[src/rtl/syncn_decoder_mch_if.sv]
// Link-control bus between the multi-channel SYNC~ decoder and the TX link FSM.
// Error-counter signals exist only when SYNCN_ERR_CNT_EN is defined.
interface syncn_decoder_mch_if #(
  parameter int NUM_CH    = 2,
  parameter int ERR_CNT_W = 8
);
  logic                        i_frame_tick;
  logic [NUM_CH-1:0]           i_sync_n;
  logic [NUM_CH-1:0]           o_sync_request;
  logic                        o_sync_req_any;
  logic [NUM_CH-1:0]           o_err_report;
  logic [NUM_CH-1:0]           o_sync_deassert;
`ifdef SYNCN_ERR_CNT_EN
  logic [NUM_CH*ERR_CNT_W-1:0] o_err_cnt;
  logic                        i_err_cnt_clr;
`endif

  modport master (
`ifdef SYNCN_ERR_CNT_EN
    output i_err_cnt_clr,
    input  o_err_cnt,
`endif
    output i_frame_tick,
    output i_sync_n,
    input  o_sync_request,
    input  o_sync_req_any,
    input  o_err_report,
    input  o_sync_deassert
  );

  modport slave (
`ifdef SYNCN_ERR_CNT_EN
    input  i_err_cnt_clr,
    output o_err_cnt,
`endif
    input  i_frame_tick,
    input  i_sync_n,
    output o_sync_request,
    output o_sync_req_any,
    output o_err_report,
    output o_sync_deassert
  );
endinterface

[src/rtl/syncn_decoder_mch.sv]
// Multi-channel JESD204B SYNC~ decoder: synchronise, deglitch and classify low pulses by frame length.
// Optional per-channel saturating error counters are enabled by defining SYNCN_ERR_CNT_EN.
module syncn_decoder_mch #(
  parameter int NUM_CH          = 2,
  parameter int SYNC_REQ_FRAMES = 5,
  parameter int ERR_MIN_FRAMES  = 1,
  parameter int ERR_MAX_FRAMES  = 2,
  parameter int DEGLITCH        = 2,
  parameter int ERR_CNT_W       = 8
) (
  input  logic                 clk,
  input  logic                 rst_n,
  syncn_decoder_mch_if.slave   bus
);

  localparam int FC_W = $clog2(SYNC_REQ_FRAMES + 1);
  localparam int DG_W = $clog2(DEGLITCH + 1);

  localparam logic [FC_W-1:0] FC_MAX     = FC_W'(SYNC_REQ_FRAMES);
  localparam logic [FC_W-1:0] FC_ERR_MIN = FC_W'(ERR_MIN_FRAMES);
  localparam logic [FC_W-1:0] FC_ERR_MAX = FC_W'(ERR_MAX_FRAMES);
  localparam logic [DG_W-1:0] DG_LAST    = DG_W'(DEGLITCH - 1);

  typedef enum logic [1:0] {
    ST_HIGH = 2'd0,
    ST_LOW  = 2'd1,
    ST_REQ  = 2'd2
  } state_e;

  logic [NUM_CH-1:0] sync1_q, sync2_q;
  logic [NUM_CH-1:0] filt_q, filt_d;
  logic [DG_W-1:0]   dg_cnt_q [NUM_CH];
  logic [DG_W-1:0]   dg_cnt_d [NUM_CH];
  logic [FC_W-1:0]   frm_cnt_q [NUM_CH];
  logic [FC_W-1:0]   frm_cnt_d [NUM_CH];
  state_e            state_q [NUM_CH];
  state_e            state_d [NUM_CH];
  logic [NUM_CH-1:0] req_q, req_d;
  logic [NUM_CH-1:0] err_q, err_d;
  logic [NUM_CH-1:0] deas_q, deas_d;
  logic              req_any_q, req_any_d;

  // Filtered level flips only after DEGLITCH consecutive synchronised samples disagree with it.
  always_comb begin
    filt_d = filt_q;
    for (int c = 0; c < NUM_CH; c++) begin
      dg_cnt_d[c] = {DG_W{1'b0}};
      if (sync2_q[c] != filt_q[c]) begin
        if (dg_cnt_q[c] == DG_LAST) begin
          filt_d[c]   = sync2_q[c];
          dg_cnt_d[c] = {DG_W{1'b0}};
        end else begin
          dg_cnt_d[c] = dg_cnt_q[c] + DG_W'(1);
        end
      end else begin
        dg_cnt_d[c] = {DG_W{1'b0}};
      end
    end
  end

  // Per-channel pulse classifier; a rise in the same cycle as a tick is judged on the pre-tick count.
  always_comb begin
    for (int c = 0; c < NUM_CH; c++) begin
      state_d[c]   = state_q[c];
      frm_cnt_d[c] = frm_cnt_q[c];
      req_d[c]     = req_q[c];
      err_d[c]     = 1'b0;
      deas_d[c]    = 1'b0;
      case (state_q[c])
        ST_HIGH: begin
          req_d[c] = 1'b0;
          if (!filt_q[c]) begin
            state_d[c]   = ST_LOW;
            frm_cnt_d[c] = {FC_W{1'b0}};
          end else begin
            state_d[c]   = ST_HIGH;
          end
        end
        ST_LOW: begin
          req_d[c] = 1'b0;
          if (filt_q[c]) begin
            state_d[c] = ST_HIGH;
            err_d[c]   = (frm_cnt_q[c] >= FC_ERR_MIN) && (frm_cnt_q[c] <= FC_ERR_MAX);
          end else if (bus.i_frame_tick) begin
            if (frm_cnt_q[c] == FC_MAX) begin
              frm_cnt_d[c] = frm_cnt_q[c];
            end else begin
              frm_cnt_d[c] = frm_cnt_q[c] + FC_W'(1);
            end
            if ((frm_cnt_q[c] + FC_W'(1)) == FC_MAX) begin
              state_d[c] = ST_REQ;
              req_d[c]   = 1'b1;
            end else begin
              state_d[c] = ST_LOW;
            end
          end else begin
            state_d[c] = ST_LOW;
          end
        end
        ST_REQ: begin
          if (filt_q[c]) begin
            state_d[c] = ST_HIGH;
            req_d[c]   = 1'b0;
            deas_d[c]  = 1'b1;
          end else begin
            state_d[c] = ST_REQ;
            req_d[c]   = 1'b1;
          end
        end
        default: begin
          state_d[c]   = ST_HIGH;
          frm_cnt_d[c] = {FC_W{1'b0}};
          req_d[c]     = 1'b0;
        end
      endcase
    end
    req_any_d = |req_d;
  end

  // Synchroniser, deglitch, classifier state and registered outputs.
  always_ff @(posedge clk or negedge rst_n) begin
    if (!rst_n) begin
      sync1_q   <= {NUM_CH{1'b1}};
      sync2_q   <= {NUM_CH{1'b1}};
      filt_q    <= {NUM_CH{1'b1}};
      req_q     <= {NUM_CH{1'b0}};
      err_q     <= {NUM_CH{1'b0}};
      deas_q    <= {NUM_CH{1'b0}};
      req_any_q <= 1'b0;
      for (int c = 0; c < NUM_CH; c++) begin
        dg_cnt_q[c]  <= {DG_W{1'b0}};
        frm_cnt_q[c] <= {FC_W{1'b0}};
        state_q[c]   <= ST_HIGH;
      end
    end else begin
      sync1_q   <= bus.i_sync_n;
      sync2_q   <= sync1_q;
      filt_q    <= filt_d;
      req_q     <= req_d;
      err_q     <= err_d;
      deas_q    <= deas_d;
      req_any_q <= req_any_d;
      for (int c = 0; c < NUM_CH; c++) begin
        dg_cnt_q[c]  <= dg_cnt_d[c];
        frm_cnt_q[c] <= frm_cnt_d[c];
        state_q[c]   <= state_d[c];
      end
    end
  end

  assign bus.o_sync_request  = req_q;
  assign bus.o_sync_req_any  = req_any_q;
  assign bus.o_err_report    = err_q;
  assign bus.o_sync_deassert = deas_q;

`ifdef SYNCN_ERR_CNT_EN
  logic [ERR_CNT_W-1:0]        ecnt_q [NUM_CH];
  logic [ERR_CNT_W-1:0]        ecnt_d [NUM_CH];
  logic [NUM_CH*ERR_CNT_W-1:0] ecnt_flat_s;

  // Counts follow the visible report pulse; clear beats a coincident increment.
  always_comb begin
    ecnt_flat_s = {(NUM_CH*ERR_CNT_W){1'b0}};
    for (int c = 0; c < NUM_CH; c++) begin
      if (bus.i_err_cnt_clr) begin
        ecnt_d[c] = {ERR_CNT_W{1'b0}};
      end else if (err_q[c] && (ecnt_q[c] != {ERR_CNT_W{1'b1}})) begin
        ecnt_d[c] = ecnt_q[c] + ERR_CNT_W'(1);
      end else begin
        ecnt_d[c] = ecnt_q[c];
      end
      ecnt_flat_s[c*ERR_CNT_W +: ERR_CNT_W] = ecnt_q[c];
    end
  end

  // Error counter registers.
  always_ff @(posedge clk or negedge rst_n) begin
    if (!rst_n) begin
      for (int c = 0; c < NUM_CH; c++) begin
        ecnt_q[c] <= {ERR_CNT_W{1'b0}};
      end
    end else begin
      for (int c = 0; c < NUM_CH; c++) begin
        ecnt_q[c] <= ecnt_d[c];
      end
    end
  end

  assign bus.o_err_cnt = ecnt_flat_s;
`endif

endmodule

[src/flat_wrapper.sv]
// flat-port wrapper written by rule: the top's interface ports become plain ports
module syncn_decoder_mch_flat 
#(
  parameter int NUM_CH          = 2,
  parameter int SYNC_REQ_FRAMES = 5,
  parameter int ERR_MIN_FRAMES  = 1,
  parameter int ERR_MAX_FRAMES  = 2,
  parameter int DEGLITCH        = 2,
  parameter int ERR_CNT_W       = 8
)
  (clk, rst_n, bus_i_frame_tick, bus_i_sync_n, bus_o_sync_request, bus_o_sync_req_any, bus_o_err_report, bus_o_sync_deassert);
  syncn_decoder_mch_if #(.NUM_CH(NUM_CH), .ERR_CNT_W(ERR_CNT_W)) bus_i ();
  input  logic clk;
  input  logic rst_n;
  input wire logic [$bits(bus_i.i_frame_tick)-1:0] bus_i_frame_tick;
  input wire logic [$bits(bus_i.i_sync_n)-1:0] bus_i_sync_n;
  output wire logic [$bits(bus_i.o_sync_request)-1:0] bus_o_sync_request;
  output wire logic [$bits(bus_i.o_sync_req_any)-1:0] bus_o_sync_req_any;
  output wire logic [$bits(bus_i.o_err_report)-1:0] bus_o_err_report;
  output wire logic [$bits(bus_i.o_sync_deassert)-1:0] bus_o_sync_deassert;
  assign bus_i.i_frame_tick = bus_i_frame_tick;
  assign bus_i.i_sync_n = bus_i_sync_n;
  assign bus_o_sync_request = bus_i.o_sync_request;
  assign bus_o_sync_req_any = bus_i.o_sync_req_any;
  assign bus_o_err_report = bus_i.o_err_report;
  assign bus_o_sync_deassert = bus_i.o_sync_deassert;
  syncn_decoder_mch #(.NUM_CH(NUM_CH), .SYNC_REQ_FRAMES(SYNC_REQ_FRAMES), .ERR_MIN_FRAMES(ERR_MIN_FRAMES), .ERR_MAX_FRAMES(ERR_MAX_FRAMES), .DEGLITCH(DEGLITCH), .ERR_CNT_W(ERR_CNT_W)) u_core (.clk(clk), .rst_n(rst_n), .bus(bus_i));
endmodule
[config.mk]
export PLATFORM = sky130hd
export DESIGN_NAME = syncn_decoder_mch_flat
export DESIGN_NICKNAME = d
export VERILOG_FILES = /design/src/rtl/syncn_decoder_mch_if.sv /design/src/rtl/syncn_decoder_mch.sv /design/src/flat_wrapper.sv
export SDC_FILE = /design/constraint.sdc
export NUM_CORES = 1
export LEC_CHECK = 0
export BUFFER_PORTS_ARGS = -buffer_cell sky130_fd_sc_hd__buf_4
export CORE_MARGIN = 2
export CORE_UTILIZATION = 38
export CTS_CLUSTER_SIZE = 16
export DETAILED_ROUTE_END_ITERATION = 7
export PLACE_DENSITY = 0.6
export SYNTH_ARGS = -nofsm -noshare
export SYNTH_HDL_FRONTEND = slang
export SYNTH_SLANG_ARGS = --single-unit
export TNS_END_PERCENT = 100
[constraint.sdc]
create_clock -name clk -period 4 [get_ports clk]
set_clock_uncertainty 0.2 [all_clocks]
set_input_delay 0.2 -clock clk [delete_from_list [all_inputs] [get_ports clk]]
set_output_delay 0.2 -clock clk [all_outputs]
set_load 0.005 [all_outputs]
==> results.json, run 1 <==
{
  "status": "finished clean",
  "start_util_pct": 40.2,
  "reg2reg_slack_ps": 2150,
  "grt_max_degree": 28,
  "worst_pin_slew_ps": 474,
  "die_x_um": 63.9,
  "ctsResizeCount": 0,
  "nets": 159,
  "ir_drop_uv": 160,
  "synthesis.nets": 143,
  "min_period_ps": 1850,
  "worstReg2RegStart": "u_core.state_q[3]",
  "cts.sinks": 27,
  "hold_buffers": 3,
  "holdPathStages": 3,
  "drt-pass1-iter-count": 4,
  "gp_congestion": 0.714,
  "clock_path_buffers": 2,
  "insertion_delay_ps": 320,
  "cap_violations": 0,
  "synth_seq_cells": 27,
  "root_buffer": "clkbuf_4",
  "criticalPathCategory": "flop to flop",
  "critical_path_required_ps": 4050,
  "post_cts_buffers": 0,
  "rsz0062_at_grt": "false",
  "ys.warnings.count": 0,
  "p_leak_nw": 0.726,
  "max_slew_margin_pct": 67.9,
  "setup_viol": 0,
  "n_antenna_cell": 0,
  "post-route-period-util_pct": 46.2,
  "wirelength_mm": 2.10,
  "tritoncts": "built",
  "hp-class": "input port to flop",
  "clkTransAtPathRegs_ps": 150,
  "htreeDepth": 1,
  "r2r-end": "u_core.frm_cnt_q[3]",
  "via_per_inst": 4.77,
  "vias": 872,
  "yosysSeqAreaShare_pct": 50.1,
  "timing.setup.tns_ps": 0,
  "grtUsageTotal_pct": 12.1,
  "antenna_found_initial": 0,
  "synth_cell_types": 34,
  "coreArea_mm2": 0.00339,
  "post_synth_inst_count": 122,
  "hold_path_end": "u_core.state_q[2]",
  "drv_slew": 0,
  "critPathCaptureType": "flop",
  "drc": 0,
  "p_total_uw": 822,
  "die_area_mm2": 0.00408,
  "start_kind": "flop",
  "arrival_ps": 1900,
  "reg2regPathDepth": 5,
  "syn_area_per_cell_um2": 11.2,
  "grt_pass1_vias": 879,
  "syn_area_mm2": 0.00136,
  "detailed_place_hpwl_mm": 1.59,
  "hold_violations": 0,
  "fp.dieH_um": 63.9,
  "min-delay-start": "bus_i_frame_tick",
  "nFillCells": 306,
  "path_max_fanout": 9,
  "grt-ovfl-total": 0,
  "dr.first_iter.drc_count": 26,
  "power.density_mw_per_mm2": 532,
  "ios": 12,
  "io_buffers": 11,
  "area_growth_syn_to_layout_pct": 13.2,
  "cts_buffers": 3,
  "wl_per_cell_um": 11.5,
  "num_rows": 21,
  "antenna_left": 0,
  "grt_pass1_wl_mm": 3.88,
  "drive_above_1_share_pct": 19.7,
  "max_freq_mhz": 541
}
synth_stat cells:
cell type	n	area (µm²)
clkbuf_1	1	3.75
o21a_1	3	22.5
a211oi_1	2	15.0
buf_6	1	11.3
a41oi_1	1	8.76
nor4b_1	1	8.76
nor3_1	7	35.0
a21bo_1	1	10.0
nor2_1	8	30.0
xor2_1	1	8.76
a21bo_2	1	10.0
o211ai_1	1	7.51
mux2_4	1	15.0
inv_1	11	41.3
and2_1	4	25.0
dfstp_2	6	158
dfrtp_1	21	526
mux2_2	2	22.5
o32ai_1	1	8.76
or3_1	1	6.26
nand2b_1	5	31.3
a2bb2oi_1	2	17.5
a22o_2	1	10.0
nor4_1	2	12.5
ha_1	16	200
nand2_1	7	26.3
a211o_1	1	8.76
buf_2	1	5.00
o21ba_2	1	10.0
o22ai_1	1	6.26
xnor2_1	3	26.3
o21ai_0	4	20.0
nand3_1	2	10.0
a31oi_1	1	6.26
cell usage in the layout (no fill, tap or decap), drive strengths merged, types with 3 or more instances in the layout:
| master | n |
|---|---|
| nor3 | 7 |
| nor2 | 8 |
| dfrtp | 21 |
| dlygate4sd3 | 3 |
| clkbuf | 3 |
| nand2b | 5 |
| nand2 | 7 |
| ha | 16 |
| dfstp | 6 |
| buf | 11 |
| o21a | 3 |
| mux2 | 3 |
| and2 | 4 |
| xnor2 | 3 |
| inv | 11 |
| o21ai | 4 |
stage by stage:
step                utilization [%]  setup slack [ps]  hold WS (ps)  instances  instance area, µm²
floorplan                         -              2280          -296        122                1360
global placement               43.8              2250         -69.8        176                1480
detailed placement             43.8              2180         -66.2        176                1480
CTS                            45.6              2150          64.5        183                1540
global route                   45.6              2040          73.1        183                1540
finish                         45.6              2150          70.6        183                1540
registers in the layout (all words and copies together), names as in the netlist:
register / flops
u_core.sync2_q: 2
u_core.bus.o_err_report: 2
u_core.bus.o_sync_request: 2
u_core.sync1_q: 2
u_core.filt_q: 2
u_core.bus.o_sync_deassert: 2
u_core.frm_cnt_q: 6
u_core.dg_cnt_q: 4
u_core.bus.o_sync_req_any: 1
u_core.state_q: 4
layout make-up:
class	count	area (µm²)	share of cell area (%)
Clock buffer	3	22.5	1.46
Clock inverter	1	7.51	0.486
Inverter	11	41.3	2.67
Multi-Input combinational cell	81	619	40.1
Sequential cell	27	683	44.2
Tap cell	46	57.6	3.73
Timing Repair Buffer	14	113	7.29
worst max-delay path, cell delays in order, from the launching register on:
cell	delay, ps
dfrtp_1	400
inv_1	70
ha_1	280
o21a_1	270
or3_1	390
o22ai_1	160
metal layers:
metal | vias to the layer above | share of wire, % | track usage (%)
met2 | 13 | 45 | 18.9
li1 | 443 | - | -
met3 | 4 | 3.2 | 2.29
met1 | 412 | 51 | 16.7
met5 | - | 0 | 0
met4 | 0 | 1.1 | 4.08
kinds of logic (layout without fill, tap and decap cells):
group                      after synthesis  in the layout  synth area share (%)
adders and majority gates               16             16                  14.7
muxes                                    3              3                  2.75
AOI/OAI and AO/OA                       21             21                  11.8
xor gates and xnor gates                 4              4                  2.57
DFF                                     27             27                  50.1
buffers and inverters                   14             29                  4.49
and+or+nand+nor                         37             37                  13.6
worst max path at each step:
stage,startpoint,cells after the start,endpoint,slack (ps)
after global placement,u_core.state_q[3],5,u_core.frm_cnt_q[3],2250
final,u_core.state_q[3],5,u_core.frm_cnt_q[3],2150
after detailed placement,u_core.frm_cnt_q[1],5,u_core.frm_cnt_q[0],2180
after floorplan,u_core.state_q[3],6,u_core.frm_cnt_q[4],2280
after global routing,u_core.frm_cnt_q[1],5,u_core.frm_cnt_q[0],2040
after CTS,u_core.frm_cnt_q[1],5,u_core.frm_cnt_q[0],2150
where the power goes:
part	switching, mW	internal, mW	total, mW
combinational	0.156	0.146	0.301
clock	0.0813	0.0382	0.120
sequential	0.0633	0.338	0.401
total	0.300	0.522	0.822
No activity file was read; power rests on OpenSTA's default activity.
==> inputs of run 2 (changes only) <==
ABC_AREA = 1   (was unset)
clock period = 1.87 ns   (was 4 ns; I/O delays follow)
==> results.json, run 2 <==
{
  "arrival_ps": 1630,
  "io_buffers": 11,
  "fp.dieH_um": 64.5,
  "hold_violations": 0,
  "clock_path_buffers": 2,
  "crit_start": "u_core.state_q[1]",
  "htreeDepth": 1,
  "num_rows": 21,
  "clkTransAtPathRegs_ps": 150,
  "worstSetupEndpoint": "u_core.frm_cnt_q[1]",
  "wirelength_mm": 2.29,
  "drt-pass1-iter-count": 4,
  "start_util_pct": 40.7,
  "criticalPathCategory": "flop to flop",
  "grtUsageTotal_pct": 13.1,
  "ir_drop_uv": 483,
  "reg2regPathDepth": 8,
  "synth.most_common_cell": "nand2_1",
  "rsz0062_at_grt": "false",
  "antenna_found_initial": 0,
  "multi_input_area_um2": 591,
  "wl_per_cell_um": 10.2,
  "worst_pin_slew_ps": 336,
  "ys.warnings.count": 0,
  "synth_edf_count": 0,
  "root_buffer": "clkbuf_4",
  "layout_common_cells": "nand2_1, inv_1, dfrtp_1, ha_1, buf_4",
  "drive_above_1_share_pct": 16.8,
  "n_antenna_cell": 0,
  "nets": 201,
  "critical_path_required_ps": 1910,
  "timing.setup.tns_ps": 0,
  "synth.largest_area_cell": "dfrtp_1",
  "synth_top_area_share_pct": 37.8,
  "area_growth_syn_to_layout_pct": 15.8,
  "insertion_delay_ps": 320,
  "path_max_fanout": 6,
  "critPathCaptureType": "flop",
  "gp_congestion": 0.771,
  "drc": 0,
  "nFillCells": 349,
  "die_x_um": 64.5,
  "ctsResizeCount": 0,
  "cap_violations": 0,
  "layout_commonest_cell": "nand2_1",
  "detailed_place_hpwl_mm": 1.77,
  "setup_viol": 0,
  "grt_pass1_vias": 1045,
  "tritoncts": "built",
  "ios": 12,
  "largest_reg_flops": 6,
  "via_per_inst": 4.49,
  "reg2reg_slack_ps": 280,
  "start_kind": "flop",
  "yosysSeqAreaShare_pct": 49.1,
  "synth_cell_types": 16,
  "max_freq_mhz": 628,
  "post_synth_inst_count": 159,
  "regMostFlops": "u_core.frm_cnt_q",
  "vias": 1011,
  "largest_registers": "u_core.frm_cnt_q x6, u_core.dg_cnt_q x4, u_core.state_q x4",
  "ys_top_cells_by_count": "nand2_1, inv_1, dfrtp_1",
  "worstReg2RegStart": "u_core.state_q[1]",
  "grt_pass1_wl_mm": 4.28,
  "drv_slew": 0,
  "cts.sinks": 27,
  "synth_seq_cells": 27,
  "async_flop_share_pct": 100,
  "power.density_mw_per_mm2": 1130,
  "synth_area_leaders": "dfrtp_1, ha_1, nand2_1",
  "max_slew_margin_pct": 77.6,
  "cts_buffers": 3,
  "dp_cells": 216,
  "hp-class": "flop to flop",
  "fin_util_pct": 47.1,
  "synth_top_flop_cell": "dfrtp_1",
  "p_leak_nw": 0.881,
  "grt-ovfl-total": 0,
  "status": "finished clean",
  "min_period_ps": 1590,
  "post_cts_buffers": 0,
  "antenna_left": 0,
  "synthesis.nets": 180,
  "syn_area_per_cell_um2": 8.74,
  "grt_max_degree": 28,
  "coreArea_mm2": 0.00342,
  "r2r-end": "u_core.frm_cnt_q[1]",
  "seqCellArea_um2": 683,
  "final_cells": 225,
  "die_area_mm2": 0.00416,
  "post-route-period-util_pct": 85.1,
  "dr.first_iter.drc_count": 17,
  "syn_area_mm2": 0.00139
}
run 2: changes by cell type after synthesis, moves of 3 or more:
cell,delta
a21oi_1,+5
nand3_1,+4
nand2b_1,-5
nor3_1,-3
nand2_2,+5
inv_1,+20
nand2_1,+37
and2_1,-4
o21a_1,-3
run 2: worst min-delay path by stage:
stage / startpoint / endpoint / slack (ps) / cells after the start
detailed placement: rst_n / u_core.frm_cnt_q[3] / -170 / 1
finish: u_core.sync1_q[1] / u_core.sync2_q[1] / 170 / 0
global route: u_core.sync1_q[1] / u_core.sync2_q[1] / 170 / 0
floorplan: rst_n / u_core.bus.o_err_report[0] / -400 / 0
CTS: u_core.sync1_q[1] / u_core.sync2_q[1] / 170 / 0
global placement: rst_n / u_core.frm_cnt_q[4] / -180 / 1
run 2: final cells by class:
class / instances / share of cell area [%]
flip-flops and latches: 27 / 42.4
multi-input cells: 101 / 36.7
repair buffers: 16 / 8.24
inverters: 31 / 7.23
well taps: 46 / 3.57
clock buffers: 3 / 1.40
clock inverters: 1 / 0.466
run 2: routing by layer:
metal,global-route usage [%],vias to the layer above,share of wire [%]
li1,-,517,-
met1,13.8,478,43
met2,25.7,14,52
met3,3.82,2,3.9
met4,2.39,0,0.61
met5,0,-,0
run 2: cells by family after synthesis:
logic type      after synthesis  share of synthesized area, %
compound gates                9                          3.78
xor+xnor                      2                          1.26
fa+ha+maj                    16                          14.4
buf+inv                      31                          8.37
flops                        27                          49.1
simple gates                 74                          23.0
run 2: what timing repair did:
item,4_1_cts,5_1_grt
endpoints found under the setup margin,0,0
hold endpoints to repair,30,0
hold buffers,5,0
run 2: per-stage QoR:
| step | power (mW) | cell area (µm²) | worst slack, ps | hold WS, ps |
|---|---|---|---|---|
| 4_1_cts | 1.85 | 1610 | 269 | 170 |
| 2_1_floorplan | 1.38 | 1390 | 451 | -402 |
| 3_3_place_gp | 1.54 | 1530 | 350 | -180 |
| 3_5_place_dp | 1.57 | 1530 | 290 | -171 |
| 5_1_grt | 2.00 | 1610 | 172 | 173 |
| 6_report | 1.82 | 1610 | 278 | 170 |
run 2: worst max-delay path: stages, from the launching register on:
cell	delay [ps]
dfrtp_1	410
inv_1	70
ha_1	250
nand2_2	110
nand2_1	60
a21oi_2	190
nand2_2	90
nand2_1	70
nand2_1	50
run 2: report_power, final:
part           leakage, nW  switching [mW]  internal, mW
Clock               0.0139           0.177        0.0818
Combinational        0.518           0.409         0.285
Sequential           0.348           0.145         0.726
Total                0.881           0.732          1.09
